`config.mk`:
```
export PLATFORM = sky130hd
export DESIGN_NAME = ws2812_pattern_engine_flat
export DESIGN_NICKNAME = d
export VERILOG_FILES = /design/src/rtl/ws2812_pattern_engine_if.sv /design/src/rtl/ws2812_pattern_engine.sv /design/src/flat_wrapper.sv
export SDC_FILE = /design/constraint.sdc
export NUM_CORES = 1
export LEC_CHECK = 0
export ABC_AREA = 1
export CAP_MARGIN = 15
export CORE_ASPECT_RATIO = 1.1
export CORE_MARGIN = 3
export CORE_UTILIZATION = 51
export DETAILED_ROUTE_END_ITERATION = 8
export MAX_ROUTING_LAYER = met4
export PLACE_DENSITY = 0.7
export SYNTH_ARGS = -nofsm -noshare
export SYNTH_HDL_FRONTEND = slang
export SYNTH_SLANG_ARGS = --single-unit
```
`constraint.sdc`:
```
create_clock -name s_clk -period 2.4 [get_ports s_clk]
set_input_delay 0.48 -clock s_clk [delete_from_list [all_inputs] [get_ports s_clk]]
set_output_delay 0.48 -clock s_clk [all_outputs]
set_load 0.01 [all_outputs]
```
`src/rtl/ws2812_pattern_engine_if.sv`:
```
// Avalon-MM slave register bus of the WS2812 pattern engine.
interface ws2812_pattern_engine_if;
    logic [2:0]  s_address;
    logic        s_write_en;
    logic [31:0] s_write_data;
    logic        s_read_en;
    logic [31:0] s_read_data;

    modport master (
        output s_address,
        output s_write_en,
        output s_write_data,
        output s_read_en,
        input  s_read_data
    );

    modport slave (
        input  s_address,
        input  s_write_en,
        input  s_write_data,
        input  s_read_en,
        output s_read_data
    );
endinterface

```
`src/rtl/ws2812_pattern_engine.sv`:
```
// Autonomous WS2812 frame generator: fills the driver colour RAM one pixel
// per clock, requests a transmit, waits for it, idles a programmable gap,
// advances the animation phase and repeats.
module ws2812_pattern_engine #(
    parameter int LED_NUM  = 32,
    parameter int ADDR_BIT = $clog2(LED_NUM)
) (
    input  logic                   s_clk,
    input  logic                   s_reset_n,
    ws2812_pattern_engine_if.slave bus,
    output logic [ADDR_BIT-1:0]    led_wraddress,
    output logic [31:0]            led_wrdata,
    output logic                   led_wren,
    output logic                   led_update_request,
    input  logic                   led_update_done
);

    typedef enum logic [2:0] {
        IDLE,
        FILL,
        REQ,
        WAIT_DONE,
        GAP
    } state_t;

    localparam logic [ADDR_BIT-1:0] LAST_IDX  = ADDR_BIT'(LED_NUM - 1);
    localparam logic [ADDR_BIT:0]   LED_COUNT = (ADDR_BIT + 1)'(LED_NUM);

    // Register file
    logic        ctrl_enable;
    logic [1:0]  ctrl_mode;
    logic [23:0] color;
    logic [31:0] period;
    logic [23:0] step;

    // Per-frame snapshot and animation state
    logic [1:0]          snap_mode;
    logic [23:0]         snap_color;
    logic [23:0]         snap_step;
    logic [ADDR_BIT-1:0] idx;
    logic [ADDR_BIT-1:0] phase;
    logic [23:0]         frame_base;
    logic [23:0]         accum;
    logic [31:0]         gap_cnt;
    logic [15:0]         frame_count;

    state_t state_q;
    state_t state_d;

    logic                busy;
    logic                gap_done;
    logic [ADDR_BIT:0]   phase_inc;
    logic [ADDR_BIT-1:0] phase_next;
    logic [23:0]         frame_base_next;
    logic [31:0]         period_eff;
    logic [23:0]         pixel;
    logic [31:0]         rd_mux;

    assign busy            = (state_q != IDLE);
    assign gap_done        = (gap_cnt <= 32'd1);
    assign phase_inc       = {1'b0, phase} + 1'b1;
    assign phase_next      = (phase_inc == LED_COUNT) ? '0 : phase_inc[ADDR_BIT-1:0];
    assign frame_base_next = frame_base + snap_step;
    assign period_eff      = (period == 32'd0) ? 32'd1 : period;

    // Register writes from the Avalon bus
    always_ff @(posedge s_clk or negedge s_reset_n) begin
        if (!s_reset_n) begin
            ctrl_enable <= 1'b0;
            ctrl_mode   <= '0;
            color       <= '0;
            period      <= '0;
            step        <= '0;
        end else if (bus.s_write_en) begin
            case (bus.s_address)
                3'd0: begin
                    ctrl_enable <= bus.s_write_data[0];
                    ctrl_mode   <= bus.s_write_data[2:1];
                end
                3'd1:    color  <= bus.s_write_data[23:0];
                3'd2:    period <= bus.s_write_data;
                3'd4:    step   <= bus.s_write_data[23:0];
                default: ;
            endcase
        end
    end

    // Read-back multiplexer
    always_comb begin
        rd_mux = '0;
        case (bus.s_address)
            3'd0: rd_mux[2:0] = {ctrl_mode, ctrl_enable};
            3'd1: rd_mux[23:0] = color;
            3'd2: rd_mux = period;
            3'd3: begin
                rd_mux[31:16] = frame_count;
                rd_mux[0]     = busy;
            end
            3'd4: rd_mux[23:0] = step;
            default: rd_mux = '0;
        endcase
    end

    // Registered read data, held while no read is strobed
    always_ff @(posedge s_clk or negedge s_reset_n) begin
        if (!s_reset_n) begin
            bus.s_read_data <= '0;
        end else if (bus.s_read_en) begin
            bus.s_read_data <= rd_mux;
        end
    end

    // FSM state register
    always_ff @(posedge s_clk or negedge s_reset_n) begin
        if (!s_reset_n) begin
            state_q <= IDLE;
        end else begin
            state_q <= state_d;
        end
    end

    // Pixel colour for the current fill index
    always_comb begin
        pixel = snap_color;
        case (snap_mode)
            2'd1:    pixel = (idx == phase) ? snap_color : '0;
            2'd2:    pixel = accum;
            default: pixel = snap_color;
        endcase
    end

    // Next-state logic and RAM / driver outputs
    always_comb begin
        state_d            = state_q;
        led_wren           = 1'b0;
        led_wraddress      = '0;
        led_wrdata         = '0;
        led_update_request = 1'b0;
        case (state_q)
            IDLE: begin
                if (ctrl_enable) state_d = FILL;
            end
            FILL: begin
                led_wren      = 1'b1;
                led_wraddress = idx;
                led_wrdata    = {8'h00, pixel};
                if (idx == LAST_IDX) state_d = REQ;
            end
            REQ: begin
                led_update_request = 1'b1;
                if (!led_update_done) state_d = WAIT_DONE;
            end
            WAIT_DONE: begin
                if (led_update_done) state_d = GAP;
            end
            GAP: begin
                if (gap_done) state_d = ctrl_enable ? FILL : IDLE;
            end
            default: state_d = IDLE;
        endcase
    end

    // Frame datapath: snapshot, fill index, gradient accumulator, gap and phase
    always_ff @(posedge s_clk or negedge s_reset_n) begin
        if (!s_reset_n) begin
            snap_mode   <= '0;
            snap_color  <= '0;
            snap_step   <= '0;
            idx         <= '0;
            phase       <= '0;
            frame_base  <= '0;
            accum       <= '0;
            gap_cnt     <= '0;
            frame_count <= '0;
        end else begin
            case (state_q)
                IDLE: begin
                    if (ctrl_enable) begin
                        idx        <= '0;
                        snap_mode  <= ctrl_mode;
                        snap_color <= color;
                        snap_step  <= step;
                        phase      <= '0;
                        frame_base <= color;
                        accum      <= color;
                    end
                end
                FILL: begin
                    idx   <= idx + 1'b1;
                    accum <= accum + snap_step;
                end
                WAIT_DONE: begin
                    if (led_update_done) gap_cnt <= period_eff;
                end
                GAP: begin
                    if (gap_done) begin
                        phase       <= phase_next;
                        frame_base  <= frame_base_next;
                        frame_count <= frame_count + 16'd1;
                        // Re-entering FILL straight from GAP: the accumulator must
                        // start from the advanced base, not the stale register.
                        if (ctrl_enable) begin
                            idx        <= '0;
                            snap_mode  <= ctrl_mode;
                            snap_color <= color;
                            snap_step  <= step;
                            accum      <= frame_base_next;
                        end
                    end else begin
                        gap_cnt <= gap_cnt - 32'd1;
                    end
                end
                default: ;
            endcase
        end
    end

endmodule
```
`src/flat_wrapper.sv`:
```
// flat-port wrapper written by rule: the top's interface ports become plain ports
module ws2812_pattern_engine_flat 
#(
    parameter int LED_NUM  = 32,
    parameter int ADDR_BIT = $clog2(LED_NUM)
)
  (s_clk, s_reset_n, led_wraddress, led_wrdata, led_wren, led_update_request, led_update_done, bus_s_address, bus_s_write_en, bus_s_write_data, bus_s_read_en, bus_s_read_data);
  ws2812_pattern_engine_if bus_i ();
  input  logic s_clk;
  input  logic s_reset_n;
  output logic [ADDR_BIT-1:0] led_wraddress;
  output logic [31:0] led_wrdata;
  output logic led_wren;
  output logic led_update_request;
  input  logic led_update_done;
  input wire logic [$bits(bus_i.s_address)-1:0] bus_s_address;
  input wire logic [$bits(bus_i.s_write_en)-1:0] bus_s_write_en;
  input wire logic [$bits(bus_i.s_write_data)-1:0] bus_s_write_data;
  input wire logic [$bits(bus_i.s_read_en)-1:0] bus_s_read_en;
  output wire logic [$bits(bus_i.s_read_data)-1:0] bus_s_read_data;
  assign bus_i.s_address = bus_s_address;
  assign bus_i.s_write_en = bus_s_write_en;
  assign bus_i.s_write_data = bus_s_write_data;
  assign bus_i.s_read_en = bus_s_read_en;
  assign bus_s_read_data = bus_i.s_read_data;
  ws2812_pattern_engine #(.LED_NUM(LED_NUM), .ADDR_BIT(ADDR_BIT)) u_core (.s_clk(s_clk), .s_reset_n(s_reset_n), .bus(bus_i), .led_wraddress(led_wraddress), .led_wrdata(led_wrdata), .led_wren(led_wren), .led_update_request(led_update_request), .led_update_done(led_update_done));
endmodule
```
==> results.cfg, run 1 <==
[detailed_routing]
drt_wl_total_um = 55920
ant_nets = 0
wire_per_inst_um = 19.07
drcViolationCount = 0
drt-initial-drc-count = 1429
vias_per_cell = 5.482
drt_pass1_iterations = 5
vias = 16072

[yosys]
async_flop_share_pct = 100.0
synth_cell_types = 46
synth_area_leaders = dfrtp_1, nand2_1, inv_1
synth.top_cell.area_share_pct = 40.90
synth.most_common_cell = nand2_1
synth_largest_area_cell = dfrtp_1
synth_cells = 2345
synth_area_um2 = 16770
ys_ff_latch = 274
ys_seq_area_share_pct = 40.90
yosys_warnings = 0
ys_top_cells_by_count = nand2_1, inv_1, dfrtp_1
synth-edff-count = 0
syn_avg_cell_area_um2 = 7.150
synth_flop_cell = dfrtp_1

[grt]
antenna_found_initial = 0
grt_use_total_pct = 32.18
grt-ovfl-total = 0
grt_max_degree = 77
grt_pass1_vias = 15504
grt_pass1_wl_um = 85070

[setup_path]
worstPathMaxFanout = 6
crit_required_ns = 1.92
cp-end-kind = output port
ff2ff_path_depth = 12
critPathLaunch = u_core.phase[2]
rr_endpoint = u_core.accum[18]
worst_ep_arrival_time_ns = 2.23
reg2reg_from = u_core.snap_step[9]
r2r_slack_ns = 0.14
start_kind = flip-flop
critPathKind = reg -> out
crit_end = led_wrdata[7]

[placement]
gp_congestion = 0.9637
place_ws_ns = -0.07131
port_buffers = 102
place_hpwl_um = 41520
placed_cells = 2864

[clocking]
numCtsBuffers = 30
clk_path_buf_depth = 3
htreeDepth = 1
cts.clk_slew.worst_paths_ns = 0.06
cts_sinks = 274
cts_root_buf = clkbuf_16
tritoncts = built
clock_latency_ns = 0.57

[pwr]
clkPwrFrac_pct = 20.5
pwr-share-comb_pct = 49.4
p_int_w = 0.01353
netSwitchingFraction_pct = 44.62
seq_power_share_pct = 30.2
p_leak_nw = 10.05
irDropWorstVdd_mv = 0.6737
p_per_area_nw_per_um2 = 1220
switchingPower_w = 0.01090

[run]
drv_cap = 0

[floorplan]
rows = 69
die_h_um = 196.2
core_um2 = 32370
dieArea_um2 = 35090
start_util_pct = 51.79
io_pins = 111
die_w_um = 178.9

[timing]
maxSlewViolCount = 0
worst_slack_ns = -0.3057
clock.fmax_mhz = 369.6
holdWs_ns = 0.3810
min_period_over_period_pct = 112.7
timing.slew.headroom_pct = 56.98
setup_viol = 26
clock_skew_ns = 0.01309
finalCriticalPeriod_ns = 2.706
finalHoldViolCount = 0
rsz0062_at_grt = true
worstMarginPinSlew_ns = 0.6453

[hold_path]
worst_hold_path_type = in -> reg

[cells_and_area]
drive_above_1_share_pct = 11.01
num_antenna_cells = 0
synthToLayoutAreaGrowth_pct = 19.47
stdcell_count = 2932
nets = 2581
n_fill_cell = 3060

[outcome]
violations = negative setup slack
outcome = finished, violations left
==> what timing repair did <==
action	CTS	global route
pin swaps	2	6
setup buffers	3	7
cloned	1	4
hold buffers	1	0
resized for setup	116	66
setup endpoints to repair	31	47
hold endpoints to repair	69	0
==> per-layer routing <==
metal,vias to the layer above,part of all wire [%],GRT usage (%)
li1,7763,-,-
met2,536,48,51.99
met1,7653,42,42.04
met3,120,5.9,3.891
met4,0,4.1,11.11
met5,-,0,-
==> sequential cells by signal, summed over array words and instances (netlist names) <==
register / flops
u_core.snap_color: 24
u_core.gap_cnt: 32
u_core.idx: 5
u_core.ctrl_enable: 1
u_core.frame_base: 24
u_core.accum: 24
u_core.state_q: 3
u_core.bus.s_read_data: 32
u_core.step: 24
u_core.ctrl_mode: 2
u_core.period: 32
u_core.phase: 5
u_core.snap_step: 24
u_core.frame_count: 16
u_core.color: 24
u_core.snap_mode: 2
==> per-stage QoR <==
stage / util, % / TNS, ns / area, um2 / total power, W
finish: 61.87 / -6.023 / 20030 / 0.02443
global placement: 57.60 / -0.05765 / 18650 / 0.01815
detailed placement: 57.60 / -1.069 / 18650 / 0.01834
CTS: 60.78 / -6.189 / 19680 / 0.02356
floorplan: - / 0 / 16790 / 0.01445
global route: 61.87 / -8.670 / 20030 / 0.02617
==> worst max-delay path, stage by stage, from the launching register on <==
cell       delay (ns)
dfrtp_1          0.40
xnor2_1          0.18
o221ai_1         0.15
nor3_2           0.15
a21o_4           0.19
buf_12           0.12
clkbuf_16        0.15
nand2_1          0.07
a21oi_1          0.11
buf_2            0.14
==> kinds of logic (layout without fill, tap and decap cells) <==
group,count (synthesis),count (layout),synth area share [%]
buf+inv,395,549,9.769
other cells,1,8,0.02237
compound gates,412,412,13.17
simple gates,1145,1145,28.22
mux,19,19,1.410
fa+ha+maj,56,56,4.269
flops,274,274,40.90
xor+xnor,43,43,2.246
==> worst min path at each step <==
stage                                     from                    endpoint  slack, ns  cells after the start
after floorplan                      s_reset_n             u_core.accum[0]       0.18                      0
after global placement    u_core.frame_base[6]        u_core.frame_base[6]       0.46                      2
after detailed placement  u_core.frame_base[2]        u_core.frame_base[2]       0.47                      2
after CTS                        bus_s_read_en  u_core.bus.s_read_data[24]       0.36                      2
after global routing             bus_s_read_en  u_core.bus.s_read_data[30]       0.41                      3
final                            bus_s_read_en  u_core.bus.s_read_data[31]       0.38                      3
==> area by class of cell <==
cell class	count	area, um2	area share, %
clock buffer	38	852.1	4.254
clock inverter	15	220.2	1.099
inverter	307	1155	5.766
multi-input combinational	1683	8518	42.53
sequential	274	6858	34.24
tap	426	533.0	2.661
timing repair buffer	189	1894	9.457
==> cell usage in the layout (no fill, tap or decap), types with 6 or more instances in the layout <==
master           instances
nand2_1                741
inv_1                  296
dfrtp_1                273
o21ai_0                202
nor2_1                 183
nand3_1                111
a21oi_1                 89
clkdlybuf4s50_1         69
buf_4                   59
o21ai_1                 49
ha_1                    45
clkbuf_16               35
xor2_1                  29
buf_2                   28
buf_12                  22
nand4_1                 21
o22ai_1                 16
nand2_2                 16
nand3b_1                15
nor3_1                  14
xnor2_1                 14
mux2_2                  13
a21oi_2                 12
inv_2                   10
o221ai_1                 8
nor2_2                   8
o211ai_1                 8
or2_2                    8
a22oi_1                  8
conb_1                   8
nor2_4                   7
o2111ai_1                7
mux2_4                   6
clkinv_2                 6
==> power groups by stage <==
stage | Combinational, W | Clock (W) | Sequential [W]
after floorplan | 0.00760 | 0 | 0.00685
after global placement | 0.0108 | 0 | 0.00732
after detailed placement | 0.0110 | 0 | 0.00733
after CTS | 0.0112 | 0.00507 | 0.00727
after global routing | 0.0134 | 0.00526 | 0.00751
final | 0.0121 | 0.00500 | 0.00737
(Power assumes the default switching activity.)
==> run 2, diff against run 1 <==
CTS_CLUSTER_SIZE = 28   (was unset)
HOLD_SLACK_MARGIN = 0.1   (was unset)
==> results of run 2 <==
The final DEF is identical to that of run 1; final timing and power are the same.
